<file path="config.mk">
export PLATFORM = sky130hd
export DESIGN_NAME = dna_stream_tx
export DESIGN_NICKNAME = d
export VERILOG_FILES = /design/src/rtl/dna_pkg.sv /design/src/rtl/dna_stream_tx.sv
export SDC_FILE = /design/constraint.sdc
export NUM_CORES = 1
export LEC_CHECK = 0
export ABC_AREA = 1
export CAP_MARGIN = 10
export CORE_MARGIN = 8
export CORE_UTILIZATION = 55
export DETAILED_ROUTE_END_ITERATION = 6
export PLACE_DENSITY = 0.85
export SYNTH_ARGS = -nofsm -noshare
export SYNTH_HDL_FRONTEND = slang
export SYNTH_SLANG_ARGS = --single-unit
</file>
<file path="constraint.sdc">
create_clock -name clk -period 4.6 [get_ports clk]
set_input_delay 0.46 -clock clk [delete_from_list [all_inputs] [get_ports clk]]
set_output_delay 0.46 -clock clk [all_outputs]
set_load 0.05 [all_outputs]
</file>
<file path="src/rtl/dna_pkg.sv">
// Shared definitions for the device-DNA reader and its stream transmitter.
// Widths, FSM state type, default frame header and the byte selector.
package dna_pkg;

    localparam int DNA_WIDTH = 96;
    localparam int DNA_BYTES = 12;

    localparam logic [7:0] DNA_HDR_DEFAULT = 8'hD5;

    typedef enum logic [2:0] {
        ST_IDLE,
        ST_WAIT_DNA,
        ST_HDR,
        ST_DATA,
        ST_CSUM
    } dna_tx_state_t;

    // Byte k of the DNA word, counted from the top or the bottom.
    function automatic logic [7:0] dna_byte(
        input logic [DNA_WIDTH-1:0] v,
        input logic [3:0]           k,
        input bit                   msb_first
    );
        logic [7:0] res;
        res = 8'h00;
        for (int i = 0; i < DNA_BYTES; i++) begin
            if (k == 4'(i)) begin
                if (msb_first)
                    res = v[DNA_WIDTH-1-8*i -: 8];
                else
                    res = v[8*i +: 8];
            end
        end
        return res;
    endfunction

endpackage

</file>
<file path="src/rtl/dna_stream_tx.sv">
// Sends the latched device DNA as a framed AXI4-Stream byte packet:
// optional header, 12 DNA bytes, XOR checksum carrying tlast.
module dna_stream_tx
    import dna_pkg::*;
#(
    parameter bit         HEADER_EN   = 1'b1,
    parameter logic [7:0] HEADER_BYTE = DNA_HDR_DEFAULT,
    parameter bit         MSB_FIRST   = 1'b1
) (
    input  logic                 clk,
    input  logic                 rst_n,
    input  logic [DNA_WIDTH-1:0] dna_i,
    input  logic                 dna_valid_i,
    input  logic                 send_i,
    output logic [7:0]           m_axis_tdata,
    output logic                 m_axis_tvalid,
    input  logic                 m_axis_tready,
    output logic                 m_axis_tlast,
    output logic                 busy_o,
    output logic                 frame_done_o,
    output logic [15:0]          frame_count_o
);

    localparam dna_tx_state_t FIRST_ST =
        HEADER_EN ? ST_HDR : ST_DATA;
    localparam logic [3:0] LAST_IDX = 4'(DNA_BYTES - 1);

    dna_tx_state_t        state_q;
    dna_tx_state_t        state_d;
    logic [3:0]           idx_q;
    logic [DNA_WIDTH-1:0] shadow_q;
    logic [7:0]           csum_q;
    logic                 pending_q;
    logic                 done_q;
    logic [15:0]          frame_cnt_q;

    logic       req;
    logic       hs;
    logic       leaving;
    logic [7:0] cur_byte;

    assign req      = send_i | pending_q;
    assign hs       = m_axis_tvalid & m_axis_tready;
    assign cur_byte = dna_byte(shadow_q, idx_q, MSB_FIRST);

    // A frame starts on the cycle the FSM moves out of IDLE/WAIT_DNA.
    assign leaving =
        (state_q == ST_IDLE || state_q == ST_WAIT_DNA) &&
        (state_d == ST_HDR  || state_d == ST_DATA);

    // State register.
    always_ff @(posedge clk) begin
        if (!rst_n)
            state_q <= ST_IDLE;
        else
            state_q <= state_d;
    end

    // Next-state logic; byte states only advance on a handshake.
    always_comb begin
        state_d = state_q;
        unique case (state_q)
            ST_IDLE: begin
                if (req)
                    state_d = dna_valid_i ? FIRST_ST : ST_WAIT_DNA;
            end
            ST_WAIT_DNA: begin
                if (dna_valid_i)
                    state_d = FIRST_ST;
            end
            ST_HDR: begin
                if (hs)
                    state_d = ST_DATA;
            end
            ST_DATA: begin
                if (hs && idx_q == LAST_IDX)
                    state_d = ST_CSUM;
            end
            ST_CSUM: begin
                if (hs)
                    state_d = ST_IDLE;
            end
            default: state_d = ST_IDLE;
        endcase
    end

    // Stream outputs decode from registered state only, so they hold
    // steady for as long as the sink stalls.
    always_comb begin
        m_axis_tvalid = 1'b0;
        m_axis_tlast  = 1'b0;
        m_axis_tdata  = 8'h00;
        busy_o        = (state_q != ST_IDLE);
        unique case (state_q)
            ST_HDR: begin
                m_axis_tvalid = 1'b1;
                m_axis_tdata  = HEADER_BYTE;
            end
            ST_DATA: begin
                m_axis_tvalid = 1'b1;
                m_axis_tdata  = cur_byte;
            end
            ST_CSUM: begin
                m_axis_tvalid = 1'b1;
                m_axis_tlast  = 1'b1;
                m_axis_tdata  = csum_q;
            end
            default: ;
        endcase
    end

    // Shadow copy of the DNA and the byte index for the frame in flight.
    always_ff @(posedge clk) begin
        if (!rst_n) begin
            shadow_q <= '0;
            idx_q    <= 4'd0;
        end else if (leaving) begin
            shadow_q <= dna_i;
            idx_q    <= 4'd0;
        end else if (hs && state_q == ST_DATA) begin
            idx_q <= idx_q + 4'd1;
        end
    end

    // Running XOR over the payload bytes only.
    always_ff @(posedge clk) begin
        if (!rst_n)
            csum_q <= 8'h00;
        else if (leaving)
            csum_q <= 8'h00;
        else if (hs && state_q == ST_DATA)
            csum_q <= csum_q ^ cur_byte;
    end

    // Requests arriving while busy collapse into one queued frame.
    always_ff @(posedge clk) begin
        if (!rst_n)
            pending_q <= 1'b0;
        else if (state_q == ST_IDLE)
            pending_q <= 1'b0;
        else if (send_i)
            pending_q <= 1'b1;
    end

    // Completion pulse and wrapping frame counter.
    always_ff @(posedge clk) begin
        if (!rst_n) begin
            done_q      <= 1'b0;
            frame_cnt_q <= 16'h0000;
        end else begin
            done_q <= hs && (state_q == ST_CSUM);
            if (hs && state_q == ST_CSUM)
                frame_cnt_q <= frame_cnt_q + 16'd1;
        end
    end

    assign frame_done_o  = done_q;
    assign frame_count_o = frame_cnt_q;

endmodule

</file>
==> results.ini, run 1 <==
[timing]
grt_setup_unrepaired = no
hold_viol_final = 0
relSlewSlack = 0.452
skew_ps = 7.10
fin_crit_ps = 3830
setup_viol = 0
worst_pin_slew_ps = 818
finalMaxSlewViolations = 0
timing.setup.tns_ps = 0
period_share = 0.833
fmax_ghz = 0.261
timing.final.ws_setup_ps = 768

[clock_tree]
cts_hold_buf = 0
cts_max_level = 4
cts_resized = 0
clockBufferDepth = 2
numCtsBuffers = 17
postCtsSetupRepairBufs = 0
cts.sinks = 129
clkLatencyLatePin_ps = 420
ctsRootBufferMaster = clkbuf_16
clkSlewWorstSetupHoldPaths_ps = 60
cts_tree = yes

[finish]
fin_area_um2 = 8120
final_util = 0.742
drive_gt1_frac = 0.0678
layout.nets = 1169
antenna_cells = 0
area.growth.synth_to_final_pct = 31.1

[synth]
syn_inst = 956
netlist_area_um2 = 6190
seq_area_frac_synth = 0.417
ys_types = 33
synth_warnings = 0
ys_seq_elements = 129
syn-num-nets = 1062
avgSynthCellArea_um2 = 6.48

[grt]
grt_pass1_vias = 5781
grt_max_degree = 99
grt_use_total = 0.227
grt.overflow.total = 0
grt_pass1_wl_mm = 27.3
antenna_found_initial = 0

[critical_path]
start_kind = register
r2r_start = state_q[1]
crit_path_end = m_axis_tdata[1]
reg2reg_depth = 8
crit_path_end_kind = output port
cp_slowest_cell = clkdlybuf4s50_1
r2r_end = idx_q[3]
path_cells = inv_1 > ha_1 > nand2_1 > or2_2 > nand3_1 > nand3_1 > nand2_1 > nand2_1 > nand2_1 > nand3_1 > nand2_1 > nand2_1 > nand3_1 > o21ai_0 > clkdlybuf4s50_1
cpPeakStageDelay_ps = 860
required_ps = 4140
crit_top_cell = nand2_1
crit_path_max_fanout = 15
arrival_ps = 3370
crit_type = reg -> out
startpoint = idx_q[0]
r2r_slack_ps = 2110

[floorplan]
start_util = 0.566
top_level_ports = 129
dieArea_um2 = 14900
fp.dieW_um = 122
die_h_um = 122
core_region_area_um2 = 10900
fp-row-count = 38

[drt]
via_per_inst = 5.16
num_vias = 6279
wl_per_cell_um = 13.8
ant_nets = 0
firstDrtPassIters = 5
routed_wl_mm = 16.7
drc = 0
drtIter0Drc = 575

[power_and_ir_drop]
p_leak_nw = 3.45
peakVddDrop_mv = 0.289
power_density_nw_per_um2 = 391

[placed_design]
dp_hpwl_mm = 11.8
io_buffer_count = 128
gp_congestion = 0.870
dp_slack_ps = 1280
dpl-instance-area_um2 = 7480

[status]
status = finished clean

[min_path]
hp-class = reg -> reg

[run]
max-cap-violations = 0

==> state kept, by name, summed over array words and instances, names as in the netlist <==
| register | count |
|---|---|
| frame_count_o | 16 |
| shadow_q | 96 |
| pending_q | 1 |
| idx_q | 4 |
| csum_q | 8 |
| state_q | 3 |
| frame_done_o | 1 |
==> where the power goes <==
part           leakage (nW)  internal (mW)  switching [mW]  total (mW)
logic                  2.10          0.188           0.257       0.445
registers              1.06           1.22          0.0607        1.28
clock network         0.295          0.937           0.512        1.45
==> worst max-delay path: cells and delay by family (launching register included) <==
kind	cells	cell delay [ps]
buffers and inverters	2	970
DFF	1	380
AOI/OAI and AO/OA	1	120
and+or+nand+nor	11	1220
adders and majority gates	1	240
==> routing by layer <==
layer,track usage,wire length [um],share of wire
met5,0,0,0
met4,0.0823,257,0.015
met3,0.0615,1190,0.071
met2,0.356,7730,0.46
met1,0.295,7570,0.45
==> how the worst min path moves through the flow <==
stage	startpoint	to	cells past startpoint
2_1_floorplan	shadow_q[93]	shadow_q[93]	2
3_5_place_dp	frame_count_o[15]	frame_count_o[15]	1
6_report	frame_count_o[15]	frame_count_o[15]	1
4_1_cts	frame_count_o[15]	frame_count_o[15]	1
3_3_place_gp	frame_count_o[15]	frame_count_o[15]	1
5_1_grt	shadow_q[22]	shadow_q[22]	2
==> metrics by stage <==
stage                     hold WS (ps)  cells  power [mW]
after floorplan                    430    956        1.56
after global placement             455   1184        1.73
after detailed placement           466   1184        1.74
after CTS                          473   1216        3.18
after global routing               494   1216        3.29
final                              469   1216        3.17
==> cells by family after synthesis <==
| kind of cell | synth area share |
|---|---|
| and+or+nand+nor | 0.370 |
| AOI/OAI and AO/OA | 0.117 |
| buffers and inverters | 0.0846 |
| DFF | 0.417 |
| adders and majority gates | 0.0101 |
| xor gates and xnor gates | 0.00141 |
==> cells in the mapped netlist <==
cell type	n	share of area
nor2_1	283	0.17
nand2_1	174	0.11
dfxtp_1	129	0.42
o21ai_0	104	0.084
inv_1	81	0.049
nand3_1	44	0.036
clkbuf_1	28	0.017
a21oi_1	15	0.012
nand4_1	11	0.011
o211ai_1	10	0.012
buf_2	8	0.0065
nor2_2	8	0.0081
nor3_1	8	0.0065
inv_2	7	0.0042
buf_1	5	0.0030
ha_1	5	0.010
nand2_2	5	0.0050
or2_2	5	0.0050
nor2_4	4	0.0073
o21ai_1	4	0.0032
buf_6	2	0.0036
clkinv_1	2	0.0012
nand3_2	2	0.0032
nand4_2	2	0.0040
nor3_2	2	0.0032
a21oi_2	1	0.0014
a22oi_1	1	0.0012
nand3b_1	1	0.0012
nor4_2	1	0.0020
o21a_1	1	0.0012
o32ai_1	1	0.0014
or2_0	1	0.0010
xor2_1	1	0.0014
==> layout by cell type, fill, tap and decap left out, drive strengths merged <==
cell type / n
nor3: 10
xor2: 1
nand3b: 1
buf: 4
nand4: 13
dfxtp: 129
o211ai: 10
inv: 91
nand2: 179
or2: 6
nor4: 1
o32ai: 1
ha: 5
clkinvlp: 5
o21ai: 108
nand3: 46
clkbuf: 20
nor2: 295
a22oi: 1
clkdlybuf4s50: 127
bufinv: 4
o21a: 1
a21oi: 16
clkinv: 2
==> area by class of cell <==
| class | instances | area, um^2 |
|---|---|---|
| Inverter | 90 | 338 |
| Clock buffer | 20 | 457 |
| Tap cell | 140 | 175 |
| Clock inverter | 12 | 180 |
| Timing Repair Buffer | 131 | 1300 |
| Sequential cell | 129 | 2580 |
| Multi-Input combinational cell | 694 | 3090 |
| Fill cell | 908 | 2820 |
(Power assumes the default switching activity.)
==> run 2, diff against run 1 <==
--- a/config.mk
+++ b/config.mk
@@ -8,9 +8,9 @@
 export ABC_AREA = 1
 export CAP_MARGIN = 10
 export CORE_MARGIN = 8
-export CORE_UTILIZATION = 55
+export CORE_UTILIZATION = 46
 export DETAILED_ROUTE_END_ITERATION = 6
-export PLACE_DENSITY = 0.85
+export PLACE_DENSITY = 0.76
 export SYNTH_ARGS = -nofsm -noshare
 export SYNTH_HDL_FRONTEND = slang
 export SYNTH_SLANG_ARGS = --single-unit
==> constraint.sdc (replaced) <==
create_clock -name clk -period 3.2 [get_ports clk]
set_input_delay 0.32 -clock clk [delete_from_list [all_inputs] [get_ports clk]]
set_output_delay 0.32 -clock clk [all_outputs]
set_load 0.05 [all_outputs]
==> results.ini, run 2 (same netlist as run 1, synthesis figures left out) <==
[status]
status = finished clean  ; unchanged

[floorplan]
core_region_area_um2 = 13200  ; was 10900 um^2
dieArea_um2 = 17400  ; was 14900 um^2
fp.dieW_um = 132  ; was 122 um
die_h_um = 132  ; was 122 um
fp-row-count = 42  ; was 38
top_level_ports = 129  ; unchanged
start_util = 0.470  ; was 0.566

[power_and_ir_drop]
p_leak_nw = 3.53  ; was 3.45 nW
peakVddDrop_mv = 0.358  ; was 0.289 mV
power_density_nw_per_um2 = 541  ; was 391 nW/um^2
p_total_mw = 4.46  ; was 3.17 mW

[timing]
skew_ps = 3.82  ; was 7.10 ps
period_share = 0.934
worst_pin_slew_ps = 512  ; was 818 ps
setup_viol = 0  ; unchanged
finalMaxSlewViolations = 0  ; unchanged
holdWs_ps = 418  ; was 469 ps
fmax_ghz = 0.335
timing.setup.tns_ps = 0  ; unchanged
relSlewSlack = 0.657  ; was 0.452
fin_crit_ps = 2990
hold_viol_final = 0  ; unchanged
grt_setup_unrepaired = no  ; unchanged

[critical_path]
crit_path_max_fanout = 6  ; was 15
r2r_slack_ps = 1020  ; was 2110 ps
arrival_ps = 2670  ; was 3370 ps
cpPeakStageDelay_ps = 340  ; was 860 ps
crit_type = reg -> out  ; unchanged
start_kind = register  ; unchanged
crit_path_end_kind = output port  ; unchanged
required_ps = 2880  ; was 4140 ps
path_cells = inv_1 > ha_1 > inv_1 > nor2_4 > nand3_1 > nand3_1 > nand3_1 > nand3_1 > nand2_1 > nand2_1 > nand2_1 > nand3_1 > nand2_1 > nand2_1 > nand3_1 > o21ai_0 > buf_12  ; was inv_1 > ha_1 > nand2_1 > or2_2 > nand3_1 > nand3_1 > nand2_1 > nand2_1 > nand2_1 > nand3_1 > nand2_1 > nand2_1 > nand3_1 > o21ai_0 > clkdlybuf4s50_1
crit_top_cell = nand3_1  ; was nand2_1
cp_slowest_cell = dfxtp_1  ; was clkdlybuf4s50_1

[drt]
firstDrtPassIters = 5  ; unchanged
routed_wl_mm = 16.7  ; about the same
wl_met2_mm = 7.42  ; was 7.73 mm
via_per_inst = 4.89  ; was 5.16
wl_met3_um = 906  ; was 1.19 mm
top_layer = met4  ; unchanged
ant_nets = 0  ; unchanged
drtIter0Drc = 488  ; was 575
num_vias = 6152  ; was 6279
drc = 0  ; unchanged
met1Wirelength_mm = 8.06  ; was 7.57 mm
wl_per_cell_um = 13.3  ; was 13.8 um

[finish]
final_common_cell = nor2_1  ; unchanged
drive_gt1_frac = 0.0859  ; was 0.0678
num-fill-cells = 1250  ; was 908
largest_register_ffs = 96  ; unchanged
final_cell_mix = nor2_1 (282), nand2_1 (173), dfxtp_1 (129), clkdlybuf4s50_1 (119), o21ai_0 (104)  ; was nor2_1 (283), nand2_1 (174), dfxtp_1 (129), clkdlybuf4s50_1 (127), o21ai_0 (104)
antenna_cells = 0  ; unchanged
regArea_um2 = 2580  ; unchanged
largest-register = shadow_q  ; unchanged
area.growth.synth_to_final_pct = 33.2  ; was 31.1%
multi_input_area_um2 = 3110  ; was 3090 um^2
layout.nets = 1176  ; was 1169

[min_path]
hp-class = in -> reg  ; was reg -> reg

[clock_tree]
cts.sinks = 129  ; unchanged
clkLatencyLatePin_ps = 420  ; about the same
cts_tree = yes  ; unchanged
ctsRootBufferMaster = clkbuf_16  ; unchanged
clockBufferDepth = 2  ; unchanged
numCtsBuffers = 17  ; unchanged
cts_max_level = 4  ; unchanged
clkSlewWorstSetupHoldPaths_ps = 50  ; was 60 ps

[grt]
grt_pass1_wl_mm = 27.6  ; was 27.3 mm
grt_max_degree = 96  ; was 99
grt_use_total = 0.190  ; was 0.227
grt_pass1_vias = 5799  ; was 5781
grt.overflow.total = 0  ; unchanged
antenna_found_initial = 0  ; unchanged

[placed_design]
gp_congestion = 0.839  ; was 0.870
dp_hpwl_mm = 12.2  ; was 11.8 mm
io_buffer_count = 128  ; unchanged

[run]
max-cap-violations = 0  ; unchanged

-- run 2: cell count changes in the layout (fill, tap and decap cells not counted), sizes merged --
| cell | delta |
|---|---|
| inv | -2 |
| clkinvlp | -4 |
| bufinv | -1 |
| clkbuf | +2 |
| clkinv | +5 |
| buf | +15 |
| clkdlybuf4s50 | -8 |
-- run 2: stage by stage --
step	instances	area, um^2	utilization	worst slack, ps
after floorplan	956	6190	-	818
after global placement	1226	7590	0.575	516
after detailed placement	1226	7590	0.575	484
after CTS	1258	8210	0.622	34.8
after global routing	1259	8250	0.626	14.5
final	1259	8250	0.626	212
-- run 2: worst max-delay path: cells and delay by family (launching register included) --
kind | cells | cell delay, ps
flip-flops | 1 | 340
AND/OR/NAND/NOR | 12 | 1060
AO/OA/AOI/OAI | 1 | 170
buffers and inverters | 3 | 450
adder cells (fa/ha/maj) | 1 | 220
-- run 2: final timing paths --
path | cells past startpoint | startpoint | to
worst max register to register | 18 | idx_q[0] | csum_q[3]
worst min-delay path | 3 | rst_n | frame_count_o[2]
worst min register to register | 1 | frame_count_o[15] | frame_count_o[15]
worst max-delay path | 17 | idx_q[0] | m_axis_tdata[1]
-- run 2: what timing repair did --
item | in CTS | in global routing
hold buffers | 0 | 0
setup endpoints to repair | 0 | 7
gates resized for setup | 0 | 10
setup buffers | 0 | 1
-- run 2: where the power goes --
group          internal, mW  leakage [nW]  switching, mW
clock network          1.30         0.306          0.688
logic                 0.274          2.17          0.367
registers              1.75          1.06         0.0844
total                  3.33          3.53           1.14
-- run 2: area by class of cell --
cell class | count | share of cell area
clock buffers | 22 | 0.0587
clock inverters | 10 | 0.0159
inverters | 90 | 0.0415
multi-input cells | 694 | 0.377
flip-flops and latches | 129 | 0.313
well taps | 176 | 0.0267
repair buffers | 138 | 0.167
-- run 2: per-layer routing --
metal | global-route usage | up-vias
met2 | 0.300 | 174
met3 | 0.0423 | 24
met1 | 0.249 | 2722
li1 | - | 3232
met5 | 0 | -
met4 | 0.0728 | 0
